`config.mk`:
```
export PLATFORM = sky130hd
export DESIGN_NAME = parity_frame_rx
export DESIGN_NICKNAME = d
export VERILOG_FILES = /design/src/rtl/parity_link_pkg.sv /design/src/rtl/xor_1b.sv /design/src/rtl/parity_frame_rx.sv
export SDC_FILE = /design/constraint.sdc
export NUM_CORES = 1
export LEC_CHECK = 0
export CAP_MARGIN = 15
export CORE_MARGIN = 2
export CORE_UTILIZATION = 30
export CTS_BUF_LIST = sky130_fd_sc_hd__clkbuf_4 sky130_fd_sc_hd__clkbuf_8 sky130_fd_sc_hd__clkbuf_16
export CTS_CLUSTER_SIZE = 20
export DETAILED_ROUTE_END_ITERATION = 10
export HOLD_SLACK_MARGIN = 0.03
export PLACE_DENSITY = 0.48
export SLEW_MARGIN = 20
export SYNTH_ARGS = -nofsm -noshare
export SYNTH_HDL_FRONTEND = slang
export SYNTH_SLANG_ARGS = --single-unit
```
`constraint.sdc`:
```
create_clock -name clk -period 1.5 [get_ports clk]
set_clock_uncertainty 0.05 [all_clocks]
set_input_delay 0.3 -clock clk [delete_from_list [all_inputs] [get_ports clk]]
set_output_delay 0.3 -clock clk [all_outputs]
set_load 0.01 [all_outputs]
```
`src/rtl/parity_link_pkg.sv`:
```
// rtl/parity_link_pkg.sv - shared FSM encoding and framing constants for the parity serial link
package parity_link_pkg;

    localparam int DEFAULT_DATA_W = 8;

    localparam logic START_BIT = 1'b0;
    localparam logic STOP_BIT  = 1'b1;

    typedef enum logic [1:0] {
        IDLE   = 2'd0,
        DATA   = 2'd1,
        PARITY = 2'd2,
        STOP   = 2'd3
    } rx_state_t;

endpackage

```
`src/rtl/xor_1b.sv`:
```
// rtl/xor_1b.sv - single-bit exclusive-or cell shared by both ends of the link
module xor_1b (
    input  logic a,
    input  logic b,
    output logic y
);

    assign y = (a & ~b) | (~a & b);

endmodule

```
`src/rtl/parity_frame_rx.sv`:
```
// rtl/parity_frame_rx.sv - serial frame receiver with parity and framing checks
// Build option: PARITY_ODD_EN selects odd parity instead of even.
import parity_link_pkg::*;

module parity_frame_rx #(
    parameter int DATA_W = DEFAULT_DATA_W
) (
    input  logic              clk,
    input  logic              rst,
    input  logic              rx_valid,
    input  logic              rx_bit,
    output logic [DATA_W-1:0] data_out,
    output logic              data_valid,
    output logic              parity_err,
    output logic              frame_err,
    output logic              busy
);

    localparam int CNT_W = $clog2(DATA_W + 1);

`ifdef PARITY_ODD_EN
    localparam logic ACC_INIT = 1'b1;
`else
    localparam logic ACC_INIT = 1'b0;
`endif

    rx_state_t          state;
    logic [CNT_W-1:0]   bit_cnt;
    logic               acc;
    logic               mismatch;
    logic [DATA_W-1:0]  shreg;
    logic               acc_next;
    logic               mismatch_next;

    xor_1b u_acc_xor (
        .a (acc),
        .b (rx_bit),
        .y (acc_next)
    );

    xor_1b u_par_xor (
        .a (acc),
        .b (rx_bit),
        .y (mismatch_next)
    );

    always_ff @(posedge clk or posedge rst) begin
        if (rst) begin
            state      <= IDLE;
            bit_cnt    <= '0;
            acc        <= ACC_INIT;
            mismatch   <= 1'b0;
            shreg      <= '0;
            data_out   <= '0;
            data_valid <= 1'b0;
            parity_err <= 1'b0;
            frame_err  <= 1'b0;
            busy       <= 1'b0;
        end else begin
            data_valid <= 1'b0;
            if (rx_valid) begin
                case (state)
                    IDLE: begin
                        if (rx_bit == START_BIT) begin
                            state   <= DATA;
                            bit_cnt <= '0;
                            acc     <= ACC_INIT;
                            busy    <= 1'b1;
                        end
                    end
                    DATA: begin
                        // right shift so the first data bit lands at the LSB
                        shreg   <= {rx_bit, shreg[DATA_W-1:1]};
                        acc     <= acc_next;
                        bit_cnt <= bit_cnt + CNT_W'(1);
                        if (bit_cnt == CNT_W'(DATA_W - 1))
                            state <= PARITY;
                    end
                    PARITY: begin
                        mismatch <= mismatch_next;
                        state    <= STOP;
                    end
                    STOP: begin
                        state      <= IDLE;
                        busy       <= 1'b0;
                        data_valid <= 1'b1;
                        data_out   <= shreg;
                        parity_err <= mismatch;
                        frame_err  <= (rx_bit != STOP_BIT);
                    end
                    default: begin
                        state <= IDLE;
                        busy  <= 1'b0;
                    end
                endcase
            end
        end
    end

endmodule

```
==> metrics.cfg, run 1 <==
[yosys]
postSynthCellCount = 99
synth_top_family_by_area = multiplexers
synth_xor_area_frac = 0.00676
synth_compound_area_frac = 0.118
synthMuxAreaShare = 0.164
synth_simple_gate_area_frac = 0.0666
synth_cell_types = 27
synth.avg_cell_area_sq_um = 13.1
seq_area_frac_synth = 0.541
syn_nets = 109
syn_area_sq_um = 1300
synthAdderAreaFrac = 0.0579
ys_warn_count = 0
yosys_register_bits = 28

[grt]
gr-total-overflow = 0
antenna_found_initial = 0
grt_max_degree = 29
grtUsageTotal = 0.108
grt_pass1_vias = 890
grt_pass1_wl_mm = 4.20

[clock_tree]
cts_made_buffers = 3
cts_root_buf = clkbuf_8
cts_buffer_depth = 2
cts_htree_levels = 1
clkTransAtPathRegs_ns = 0.10
cts_tree = yes
numClockSinks = 28
clock_latency_ns = 0.27
ctsHoldBuffers = 0

[final_layout]
antenna_cells = 0
drive_gt1_frac = 0.362
area_growth_syn_to_layout_pct = 29.7
fin_nets = 138

[die]
pin_count = 16
rows = 23
fp.dieArea_sq_um = 4860
coreArea_sq_um = 4090
floorplan.initialDensity = 0.317
die_width_um = 69.7
dieHeight_um = 69.7

[drt]
via_per_inst = 4.67
dr.pass1.iters = 4
vias = 827
ant_nets = 0
drc = 0
avgRoutedWirePerCell_um = 13.1
wl_mm = 2.32
drt_iter0_drc = 26

[worst_setup_path]
cp-end-kind = register
reg2reg_from = state[1]
critPathKind = reg -> reg
ff2ff_path_depth = 5
cp_data_arrival_time_ns = 1.61
rrSetupSlack_ns = 0.01
reg2reg_to = state[1]
cp_max_fo = 4
setup.worst_path.start_class = register
required_ns = 1.62

[sta]
slew_headroom = 0.847
finalHoldViolations = 0
whs_ns = 0.299
rsz0062_at_grt = true
worst_pin_slew_ns = 0.228
final.period_utilization = 0.992
maxSlewViolCount = 0
finalSetupViolCount = 0
min_period_ns = 1.49
layout_setup_ws_ns = 0.0120
max_freq_ghz = 0.672

[power_and_ir_drop]
p_switching_mw = 1.08
seqPwrFrac = 0.395
p_int_mw = 2.30
p_comb_frac = 0.429
vdd_ir_drop_max_v = 0.00106
switching_share = 0.320
power_density_nw_per_um2 = 2010
p_leak_nw = 0.782
power_frac_clock = 0.176

[min_path]
min_path_type = in -> async

[place]
dp_slack_ns = -0.264
globalplace.congestion = 0.833
dp_hpwl_mm = 1.66
io_buffers = 15

[run_status]
outcome = completed

[flow_run]
drv_cap = 0

what timing repair did:
item,CTS,global route
endpoints found under the setup margin,18,15
setup buffers,2,1
resized for setup,11,7
pin swaps,0,1
worst max path at each step:
stage               start    endpoint  slack [ns]  cells after the start
4_1_cts        data_valid  data_valid       0.004                      1
2_1_floorplan    state[1]    state[1]       -0.04                      6
6_report         state[1]    state[1]        0.01                      5
3_3_place_gp     rx_valid    state[1]       -0.26                      4
3_5_place_dp     rx_valid    state[1]       -0.26                      4
5_1_grt          state[0]    state[1]       -0.05                      5
worst max-delay path: stages (launching register included):
cell and delay, ns:
dfrtp_1 0.40, inv_2 0.08, ha_4 0.19, a21bo_4 0.23, a21oi_4 0.13, mux2_4 0.31
power by group through the flow:
stage / sequential, mW / combinational (mW) / clock, mW
detailed placement: 1.37 / 1.49 / 0
CTS: 1.34 / 1.44 / 0.618
global route: 1.41 / 1.60 / 0.645
floorplan: 1.39 / 0.863 / 0
finish: 1.34 / 1.45 / 0.595
global placement: 1.36 / 1.47 / 0
layer usage:
metal | GRT usage | part of all wire | up-vias
li1 | - | - | 403
met1 | 0.133 | 0.45 | 403
met2 | 0.177 | 0.49 | 17
met3 | 0.0320 | 0.036 | 4
met4 | 0.0406 | 0.018 | 0
met5 | 0 | 0 | -
stage by stage:
| step | total power, mW | utilization | area (sq um) | setup TNS, ns | instances |
|---|---|---|---|---|---|
| CTS | 3.40 | 0.407 | 1660 | 0 | 176 |
| floorplan | 2.25 | - | 1320 | -0.0363 | 99 |
| global route | 3.65 | 0.412 | 1680 | -0.125 | 177 |
| detailed placement | 2.86 | 0.389 | 1590 | -4.39 | 170 |
| global placement | 2.83 | 0.389 | 1590 | -4.06 | 170 |
| finish | 3.38 | 0.412 | 1680 | 0 | 177 |
area by class of cell:
cell class	count	area (sq um)
Clock buffer	3	41.3
Clock inverter	1	30.0
Fill cell	397	2400
Inverter	5	18.8
Multi-Input combinational cell	61	559
Sequential cell	28	701
Tap cell	50	62.6
Timing Repair Buffer	29	269
Yosys cell counts:
cell type  instances  share of area
nand2b_1           2         0.0097
nand2_1            5          0.014
nor2_1             2         0.0058
a211oi_1           1         0.0058
o211ai_1           1         0.0058
a21boi_4           1          0.014
mux2i_1            1         0.0077
a32o_1             1         0.0077
buf_6              1         0.0087
nand4b_1           1         0.0068
mux2_2            17           0.15
xnor2_1            1         0.0068
dfrtp_1           28           0.54
nand2_2            1         0.0048
a21oi_1            4          0.015
a21bo_4            1          0.013
a31oi_1            1         0.0048
nand3b_1           3          0.017
nor3_1             2         0.0077
o21ba_2            1         0.0077
inv_1              5          0.014
ha_1               6          0.058
buf_4              4          0.023
a22o_2             1         0.0077
mux2_1             1         0.0087
o21ai_0            6          0.023
a21oi_4            1          0.013
sequential cells by signal, indices dropped and copies added (netlist names):
signal and count:
bit_cnt 4, mismatch 1, busy 1, data_valid 1
acc 1, frame_err 1, shreg 8, parity_err 1
state 2, data_out 8
logic make-up (layout without fill, tap and decap cells):
kind of cell,count (synthesis),in the layout
DFF,28,28
AOI/OAI and AO/OA,19,19
muxes,19,19
and+or+nand+nor,16,16
buffers and inverters,10,38
adders and majority gates,6,6
xor gates and xnor gates,1,1
placed cells by master, fill, tap and decap left out, types with 2 or more instances in the layout:
cell type,count
dfrtp_1,28
nor2_1,2
nand2_1,5
inv_2,2
clkdlybuf4s50_1,3
buf_12,2
mux2_2,17
buf_4,12
o21ai_1,4
inv_1,3
clkbuf_8,3
o21ai_0,2
nand3b_1,3
a21oi_1,4
nand2b_1,2
dlygate4sd2_1,11
nor3_1,2
ha_1,4
Power figures use the tool's default switching activity.
==> run 2: changes to the inputs <==
Settings changed: PLACE_DENSITY 0.48 to 0.46.
Clock period 1.5 ns to 1.4 ns, I/O delays scaled along.
==> metrics.cfg, run 2 (synthesized netlist as in run 1, its figures left out) <==
[run_status]
outcome = finished with violations
violations = setup timing

[final_layout]
layout_common_cells = 28 x dfrtp_1, 17 x mux2_2, 16 x buf_4
mostFrequentLayoutCell = dfrtp_1
stdcell_count = 185
antenna_cells = 0
fin_nets = 146
drive_gt1_frac = 0.452
final_area_sq_um = 1820
nFillCells = 385
largestRegisters = data_out: 8 flops, shreg: 8 flops, bit_cnt: 4 flops
seq_area_sq_um = 701
multi_input_area_sq_um = 618
area_growth_syn_to_layout_pct = 40.2

[grt]
grt_pass1_wl_mm = 4.00
grt_max_degree = 29
grtUsageTotal = 0.103
antenna_found_initial = 0
gr-total-overflow = 0
grt_pass1_vias = 869

[sta]
finalSetupViolCount = 11
worst_pin_slew_ns = 0.277
layout_setup_ws_ns = -0.0480
maxSlewViolCount = 0
slew_headroom = 0.813
final.period_utilization = 1.03
min_period_ns = 1.45
whs_ns = 0.280
max_freq_ghz = 0.691
finalHoldViolations = 0
rsz0062_at_grt = true

[place]
place_area_sq_um = 1640
placed_cells_incl_taps = 176
io_buffers = 15
dp_hpwl_mm = 1.58
globalplace.congestion = 0.804

[die]
fp.dieArea_sq_um = 4860
pin_count = 16
dieHeight_um = 69.7
die_width_um = 69.7
floorplan.initialDensity = 0.317
coreArea_sq_um = 4090
rows = 23

[worst_setup_path]
critPathKind = reg -> reg
cp_data_arrival_time_ns = 1.56
cp_max_fo = 4
cp-end-kind = register
ff2ff_path_depth = 5
required_ns = 1.51
setup.worst_path.start_class = register

[drt]
vias = 865
avgRoutedWirePerCell_um = 13.0
drc = 0
ant_nets = 0
via_per_inst = 4.68
drt_iter0_drc = 19
wl_mm = 2.40
dr.pass1.iters = 4

[clock_tree]
cts_root_buf = clkbuf_8
cts_made_buffers = 3
numClockSinks = 28
clkTransAtPathRegs_ns = 0.10
clock_latency_ns = 0.27
cts_tree = yes
cts_buffer_depth = 2
cts_htree_levels = 1
ctsHoldBuffers = 0

[power_and_ir_drop]
power_mw = 3.90
power_density_nw_per_um2 = 2140
p_leak_nw = 0.837
vdd_ir_drop_max_v = 0.000919

[min_path]
min_path_type = in -> async

[flow_run]
drv_cap = 0

==> run 2: changes by cell type in the layout (fill, tap and decap cells not counted), moves of 2 or more <==
| cell | before | now |
|---|---|---|
| buf_4 | 12 | 16 |
| o21ai_1 | 4 | 2 |
| o21ai_2 | 0 | 2 |
| buf_6 | 0 | 2 |
==> run 2: final timing paths <==
path / from / slack (ns) / end
max in group asynchronous: rst / 0.85 / shreg[7]
max reg2reg: state[0] / -0.05 / state[1]
min: rst / 0.28 / data_out[0]
max: state[0] / -0.05 / state[1]
min in group clk: rx_valid / 0.42 / mismatch
min reg2reg: frame_err / 0.44 / frame_err
==> run 2: repair_timing <==
item / CTS / global route
hold endpoints to repair: 0 / 0
resized for setup: 21 / 10
pin swaps: 1 / 2
gates cloned: 0 / 2
endpoints found under the setup margin: 35 / 23
setup buffers: 2 / 1
==> run 2: power by group <==
group / internal (mW) / switching [mW] / leakage, nW / total [mW]
registers: 1.19 / 0.233 / 0.341 / 1.43
clock network: 0.383 / 0.248 / 0.0357 / 0.631
logic: 1.07 / 0.768 / 0.461 / 1.84
==> run 2: metal layers <==
layer  up-vias  global-route usage  share of wire
met3         2              0.0320          0.030
met1       427               0.136           0.49
met4         0              0.0321         0.0058
li1        425                   -              -
met5         -                   0              0
met2        11               0.160           0.47
==> run 2: final cells by class <==
| type | count | share of cell area |
|---|---|---|
| sequential | 28 | 0.386 |
| tap | 50 | 0.0344 |
| timing repair buffer | 36 | 0.190 |
| clock buffer | 3 | 0.0227 |
| clock inverter | 1 | 0.0165 |
| inverter | 5 | 0.0103 |
| multi-input combinational | 62 | 0.340 |
==> run 2: worst max-delay path, cell delays in order (launching register included) <==
cell	delay, ns
dfrtp_1	0.39
inv_2	0.06
ha_4	0.18
a21bo_4	0.22
a21oi_4	0.13
mux2_4	0.30
==> run 2: per-stage QoR <==
stage | util | setup TNS, ns | worst slack (ns)
2_1_floorplan | - | -0.494 | -0.136
3_3_place_gp | 0.400 | -5.44 | -0.300
3_5_place_dp | 0.400 | -5.73 | -0.311
4_1_cts | 0.424 | -0.455 | -0.0518
5_1_grt | 0.445 | -1.09 | -0.101
6_report | 0.445 | -0.323 | -0.0480
